File: src/rtl/hazard_pkg.sv
// Shared constants and the bypass-select helper for the hazard controller.
package hazard_pkg;

  localparam int T_W = 2;

  localparam logic [1:0] FWD_RF = 2'd0;
  localparam logic [1:0] FWD_M  = 2'd1;
  localparam logic [1:0] FWD_W  = 2'd2;

  localparam logic [T_W-1:0] TUSE_NONE = 2'd3;

  // M wins over W; register 0 is never bypassed. use_m=0 restricts to W only.
  function automatic logic [1:0] fwd_sel(
    input logic [4:0]     a,
    input logic [4:0]     m_wa,
    input logic [T_W-1:0] m_tnew,
    input logic [4:0]     w_wa,
    input logic           use_m
  );
    if (a == 5'd0) return FWD_RF;
    if (use_m && (a == m_wa) && (m_tnew == '0)) return FWD_M;
    if (a == w_wa) return FWD_W;
    return FWD_RF;
  endfunction

endpackage

File: src/rtl/md_busy_timer.sv
// Multiply/divide busy timer: loads the op latency on a start, then counts down to idle.
module md_busy_timer #(
  parameter int MULT_LAT = 5,
  parameter int DIV_LAT  = 10,
  parameter int CNT_W    = 4
) (
  input  logic clk,
  input  logic reset,
  input  logic start,
  input  logic is_div,
  output logic busy
);

  localparam logic [CNT_W-1:0] MULT_VAL = CNT_W'(MULT_LAT);
  localparam logic [CNT_W-1:0] DIV_VAL  = CNT_W'(DIV_LAT);

  logic [CNT_W-1:0] md_cnt_q;
  logic [CNT_W-1:0] md_cnt_d;

  // A start while the timer is running is illegal and simply ignored.
  always_comb begin
    md_cnt_d = md_cnt_q;
    if (start && (md_cnt_q == '0)) begin
      md_cnt_d = is_div ? DIV_VAL : MULT_VAL;
    end else if (md_cnt_q != '0) begin
      md_cnt_d = md_cnt_q - 1'b1;
    end
  end

  always_ff @(posedge clk) begin
    if (!reset) begin
      md_cnt_q <= '0;
    end else begin
      md_cnt_q <= md_cnt_d;
    end
  end

  assign busy = (md_cnt_q != '0);

endmodule

File: src/rtl/hazard_ctrl.sv
// Stall/flush/bypass controller for the 5-stage pipeline.
// Optional HAZARD_STALL_CNT_EN adds saturating stall_cnt / md_stall_cnt outputs.
module hazard_ctrl
  import hazard_pkg::*;
#(
  parameter int MULT_LAT = 5,
  parameter int DIV_LAT  = 10,
  parameter int CNT_W    = 4
) (
  input  logic           clk,
  input  logic           reset,
  input  logic [4:0]     D_rs,
  input  logic [4:0]     D_rt,
  input  logic [T_W-1:0] D_rs_tuse,
  input  logic [T_W-1:0] D_rt_tuse,
  input  logic           D_is_md,
  input  logic [4:0]     E_rs,
  input  logic [4:0]     E_rt,
  input  logic [4:0]     E_wa,
  input  logic [T_W-1:0] E_tnew,
  input  logic           E_md_start,
  input  logic           E_md_is_div,
  input  logic [4:0]     M_rt,
  input  logic [4:0]     M_wa,
  input  logic [T_W-1:0] M_tnew,
  input  logic [4:0]     W_wa,
  output logic           F_en,
  output logic           D_en,
  output logic           E_clr,
  output logic [1:0]     fwd_D_rs,
  output logic [1:0]     fwd_D_rt,
  output logic [1:0]     fwd_E_rs,
  output logic [1:0]     fwd_E_rt,
  output logic [1:0]     fwd_M_rt,
  output logic           md_busy
`ifdef HAZARD_STALL_CNT_EN
  ,
  output logic [31:0]    stall_cnt,
  output logic [31:0]    md_stall_cnt
`endif
);

  logic rs_stall;
  logic rt_stall;
  logic md_stall;
  logic stall;

  md_busy_timer #(
    .MULT_LAT (MULT_LAT),
    .DIV_LAT  (DIV_LAT),
    .CNT_W    (CNT_W)
  ) u_md_timer (
    .clk    (clk),
    .reset  (reset),
    .start  (E_md_start),
    .is_div (E_md_is_div),
    .busy   (md_busy)
  );

  // A producer still needing more cycles than the consumer can wait forces D to hold.
  always_comb begin
    rs_stall = (D_rs != 5'd0) &&
               (((E_wa == D_rs) && (E_tnew > D_rs_tuse)) ||
                ((M_wa == D_rs) && (M_tnew > D_rs_tuse)));
    rt_stall = (D_rt != 5'd0) &&
               (((E_wa == D_rt) && (E_tnew > D_rt_tuse)) ||
                ((M_wa == D_rt) && (M_tnew > D_rt_tuse)));
    md_stall = D_is_md && (md_busy || E_md_start);
    stall    = rs_stall || rt_stall || md_stall;
  end

  assign F_en  = !stall;
  assign D_en  = !stall;
  assign E_clr = stall;

  assign fwd_D_rs = fwd_sel(D_rs, M_wa, M_tnew, W_wa, 1'b1);
  assign fwd_D_rt = fwd_sel(D_rt, M_wa, M_tnew, W_wa, 1'b1);
  assign fwd_E_rs = fwd_sel(E_rs, M_wa, M_tnew, W_wa, 1'b1);
  assign fwd_E_rt = fwd_sel(E_rt, M_wa, M_tnew, W_wa, 1'b1);
  assign fwd_M_rt = fwd_sel(M_rt, M_wa, M_tnew, W_wa, 1'b0);

`ifdef HAZARD_STALL_CNT_EN
  logic [31:0] stall_cnt_q;
  logic [31:0] stall_cnt_d;
  logic [31:0] md_stall_cnt_q;
  logic [31:0] md_stall_cnt_d;

  always_comb begin
    stall_cnt_d    = stall_cnt_q;
    md_stall_cnt_d = md_stall_cnt_q;
    if (stall && (stall_cnt_q != 32'hFFFF_FFFF)) stall_cnt_d = stall_cnt_q + 32'd1;
    if (md_stall && (md_stall_cnt_q != 32'hFFFF_FFFF)) md_stall_cnt_d = md_stall_cnt_q + 32'd1;
  end

  always_ff @(posedge clk) begin
    if (!reset) begin
      stall_cnt_q    <= '0;
      md_stall_cnt_q <= '0;
    end else begin
      stall_cnt_q    <= stall_cnt_d;
      md_stall_cnt_q <= md_stall_cnt_d;
    end
  end

  assign stall_cnt    = stall_cnt_q;
  assign md_stall_cnt = md_stall_cnt_q;
`endif

endmodule

File: config.mk
export PLATFORM = sky130hd
export DESIGN_NAME = hazard_ctrl
export DESIGN_NICKNAME = d
export VERILOG_FILES = /design/src/rtl/hazard_pkg.sv /design/src/rtl/md_busy_timer.sv /design/src/rtl/hazard_ctrl.sv
export SDC_FILE = /design/constraint.sdc
export NUM_CORES = 1
export LEC_CHECK = 0
export CAP_MARGIN = 20
export CORE_MARGIN = 2
export CORE_UTILIZATION = 45
export DETAILED_ROUTE_END_ITERATION = 16
export DONT_BUFFER_PORTS = 1
export PLACE_DENSITY = 0.65
export SKIP_LAST_GASP = 1
export SYNTH_ARGS = -nofsm -noshare
export SYNTH_HDL_FRONTEND = slang
export SYNTH_SLANG_ARGS = --single-unit
File: constraint.sdc
create_clock -name clk -period 2 [get_ports clk]
set_input_delay 0.3 -clock clk [delete_from_list [all_inputs] [get_ports clk]]
set_output_delay 0.3 -clock clk [all_outputs]
set_load 0.005 [all_outputs]
# Word level (Yosys, flattened, before mapping)
# Cells that the tools add are included.
# word_totals
register_bits	4
in_bits	53
wordCells	106
# op_classes
add_sub_neg	1
order_cmp	4
eq_ne	13
muxes	58
n_reduce_logical	29
# op_table
cell	count
5-bit == test	13
2-bit two-way mux	28
1-bit two-way mux	27
5-bit zero test	5
1-bit logical AND	12
4-bit two-way mux	3
5-bit nonzero test	2
2-bit greater-than comparator	4
1-bit logical OR	5
4-bit zero test	1
4-bit nonzero test	1
4-bit by 1-bit subtractor with 4-bit output, second input constant	1
2-bit zero test	1
2-bit nonzero test	1
1-bit zero test	1

# Depth between registers and ports, before layout
# logic_depth
ltp_word	9
mapped_depth	8
depth_no_buf	7

# By module
# Synthesis repeated with hierarchy kept, for this count alone.
# hier_totals
cells_unflattened	159
area_unflattened_um2	1258.7
# by_module_without_submodules
mod	n_inst	cells_per_inst	area_per_inst_um2	seq_area_each_um2
hazard_ctrl	1	133	1006.0	0.0
md_busy_timer	1	26	252.7	80.1

# Least setup slack after synthesis
# OpenSTA, ideal clock, no wires.
# synth_path
path_type	input to output
start	input D_rs_tuse[1]
end	output F_en
t_arrival_ns	1.564
required_time_ns	1.700
path_slack_ns	0.136
path_stages	8
path_buffers	1
path_cell_list	inv_1 -> ha_1 -> nor2b_1 -> o21ai_0 -> a2111oi_4 -> o22ai_2 -> and4_1 -> buf_4
# synth_between
elab_chain_cells	7
elab_cells_between_ends	9
# synth_lines
item	line_no	text
from (decl)	hazard_ctrl.sv:14	input logic [T_W-1:0] D_rs_tuse,
2-bit greater-than comparator, on equally long branches	hazard_ctrl.sv:63, hazard_ctrl.sv:64	
1-bit logical AND, on equally long branches	hazard_ctrl.sv:63, hazard_ctrl.sv:64	
1-bit logical OR *	hazard_ctrl.sv:63	(((E_wa == D_rs) && (E_tnew > D_rs_tuse)) ||
1-bit logical AND *	hazard_ctrl.sv:62	rs_stall = (D_rs != 5'd0) &&
1-bit logical OR * (2 in series)	hazard_ctrl.sv:69	stall = rs_stall || rt_stall || md_stall;
1-bit zero test *	-	
to (decl)	hazard_ctrl.sv:27	output logic F_en,
# Mark *: on every way between the ends. The rest lies on a longest branch, timed or not.

# Final worst setup path
# layout_path
start	input D_rs_tuse[1]
end	output D_en
# layout_between
elab_chain_cells	7
elab_cells_between_ends	9
# layout_lines
item	line_no	text
2-bit greater-than comparator, on equally long branches	hazard_ctrl.sv:63, hazard_ctrl.sv:64	
1-bit logical AND, on equally long branches	hazard_ctrl.sv:63, hazard_ctrl.sv:64	
1-bit logical OR *	hazard_ctrl.sv:63	
1-bit logical AND *	hazard_ctrl.sv:62	
1-bit logical OR * (2 in series)	hazard_ctrl.sv:69	
1-bit zero test *	hazard_ctrl.sv:73	assign D_en = !stall;
to (decl)	hazard_ctrl.sv:28	output logic D_en,
# Marks and branches as above.

==> impl_metrics.json <==
{
  "comb_power_share": 0.589,
  "postCtsResizedCells": 0,
  "switching_share": 0.399,
  "cts_setup_buffers": 0,
  "p_int_mw": 0.361,
  "num_vias": 1065,
  "syn_inst": 159,
  "mostFrequentLayoutCell": "xor2_1",
  "cp_slowest_cell": "ha_1",
  "fmax_mhz": 536,
  "yosysWarnings": 0,
  "numCtsBuffers": 3,
  "drtIter0Drc": 17,
  "top_regs": "u_md_timer.md_cnt_q: 4 flops",
  "placed_cells": 181,
  "die_w_um": 55.8,
  "place.gp.congestion": 0.749,
  "ir_drop_uv": 559,
  "wire_per_inst_um": 16.7,
  "clkSlewWorstSetupHoldPaths_ns": 0.04,
  "layout_common_cells": "29 x xor2_1, 27 x xnor2_1, 10 x nor2_1, 10 x inv_1, 10 x ha_1",
  "drc": 0,
  "min_period_ns": 1.87,
  "cp.required_ns": 1.70,
  "drive_above_1_share": 0.0714,
  "max_stage_delay_ns": 0.33,
  "grt_max_degree": 7,
  "cts.path.max_buffers": 2,
  "grt_overflow": 0,
  "coreArea_sq_um": 2520,
  "finalSetupTns_ns": 0,
  "pre_cts_ws_ns": 0.138,
  "pwr-share-seq": 0.233,
  "p_switching_mw": 0.240,
  "cp_top_family": "compound AO/OA/AOI/OAI gates",
  "power_frac_clock": 0.179,
  "start_util": 0.479,
  "die_h_um": 55.8,
  "yosysSeqAreaShare": 0.0663,
  "finalSetupViolCount": 0,
  "path_buf_inv": 1,
  "insertion_delay_ns": 0.25,
  "rsz0062_at_grt": "false",
  "ant_nets": 0,
  "cp_max_fo": 2,
  "status": "finished clean",
  "first_global_vias": 1198,
  "grt_pass1_wl_mm": 5.21,
  "postCtsHoldBufs": 0,
  "rows": 18,
  "min_path_type": "input port to flop",
  "boundaryPins": 67,
  "finalNonFillerCells": 184,
  "p_leak_nw": 0.483,
  "fin_nets": 219,
  "syn_avg_cell_area_sq_um": 7.60,
  "finalHoldViolCount": 0,
  "top_register": "u_md_timer.md_cnt_q",
  "arrival_ns": 1.57,
  "path_class": "input port to primary output",
  "viasPerCell": 5.79,
  "postRouteWirelength_mm": 3.06,
  "crit_chain": "inv_1, ha_1, nor2b_1, o21ai_0, a2111oi_4, o22ai_2, and4_2",
  "dp_hpwl_mm": 2.62,
  "antenna_cells": 0,
  "crit_path_end_kind": "primary output",
  "critPathLaunchType": "input port",
  "total_power_mw": 0.601,
  "power_density_nw_per_um2": 490,
  "skew_ns": 0.00699,
  "first_pass_iters": 4,
  "cts_tree": "yes",
  "track_usage": 0.205,
  "syn_nets": 222,
  "dieArea_sq_um": 3120,
  "antenna_found_initial": 0,
  "htree_levels": 1,
  "r2r_setup_slack_ns": 0.75,
  "cts_num_sinks": 4,
  "setup_ws_ns": 0.133,
  "post-route-period-util": 0.934,
  "largest_register_ffs": 4,
  "maxSlewViolCount": 0,
  "synth_area_sq_um": 1210,
  "area_growth_pct": 1.45,
  "ys_ff_latch": 4,
  "io_buffers": 0,
  "timing.max_cap.violations": 0,
  "clockRootBuffer": "clkbuf_4",
  "synth_cell_type_count": 31
}
## power by group through the flow
stage / sequential [mW] / combinational, mW / clock (mW)
after CTS: 0.140 / 0.347 / 0.111
after global placement: 0.139 / 0.328 / 0
after floorplan: 0.134 / 0.319 / 0
final: 0.140 / 0.354 / 0.107
after global routing: 0.144 / 0.413 / 0.116
after detailed placement: 0.141 / 0.345 / 0
## per-layer routing
metal / vias to the layer above / global-route usage / share of wire
li1: 529 / - / -
met1: 480 / 0.215 / 0.41
met2: 49 / 0.366 / 0.46
met3: 7 / 0.0953 / 0.11
met4: 0 / 0.0578 / 0.014
met5: - / 0 / 0
## cell type report
type / instances / area (sq um)
clock buffers: 3 / 22.5
inverters: 11 / 41.3
flip-flops and latches: 4 / 80.1
fillers: 262 / 1300
well taps: 30 / 37.5
multi-input cells: 136 / 1040
## cells in the mapped netlist (all sizes together)
library cell	count	area [sq um]
o22ai	1	12.5
clkbuf	4	15.0
or4	3	26.3
and3	2	12.5
nand3	7	35.0
nor4	6	37.5
and2	1	6.26
buf	4	30.0
inv	11	41.3
nand4	3	18.8
ha	10	125
dfxtp	4	80.1
xnor2	27	236
a21oi	7	35.0
nor2	11	43.8
xor2	29	254
nor3	6	30.0
o211ai	1	7.51
o211a	2	20.0
a2111oi	3	51.3
nand2	8	30.0
conb	1	3.75
and4	4	35.0
o21ai	3	15.0
nor2b	1	6.26
## logic make-up (layout without fill, tap and decap cells)
logic type      count (synthesis)  in the layout  share of synthesized area
flops                           4              4                     0.0663
other cells                     1              1                    0.00310
xor+xnor                       56             56                      0.406
buf+inv                        19             14                     0.0714
compound gates                 17             17                      0.117
fa+ha+maj                      10             10                      0.104
simple gates                   52             52                      0.233
## worst register-to-register path: stages (launching register included)
cell	delay, ns
dfxtp_1	0.37
inv_1	0.08
ha_1	0.20
and2_2	0.21
inv_2	0.09
nand2_1	0.05
and3_1	0.15
## stage by stage
stage / utilization / instance area [sq um] / hold slack (ns)
floorplan: - / 1210 / 0.416
global placement: 0.476 / 1200 / 0.430
detailed placement: 0.476 / 1200 / 0.428
CTS: 0.485 / 1220 / 0.168
global route: 0.486 / 1230 / 0.179
finish: 0.486 / 1230 / 0.169
## path summary, 6_finish.rpt
path / startpoint / to / cells past startpoint
worst min register to register: u_md_timer.md_cnt_q[0] / u_md_timer.md_cnt_q[0] / 2
worst max register to register: u_md_timer.md_cnt_q[0] / u_md_timer.md_cnt_q[1] / 6
worst max-delay path: D_rs_tuse[1] / D_en / 7
worst min-delay path: reset / u_md_timer.md_cnt_q[3] / 2
Note: power is estimated with default switching activity, not from simulation.
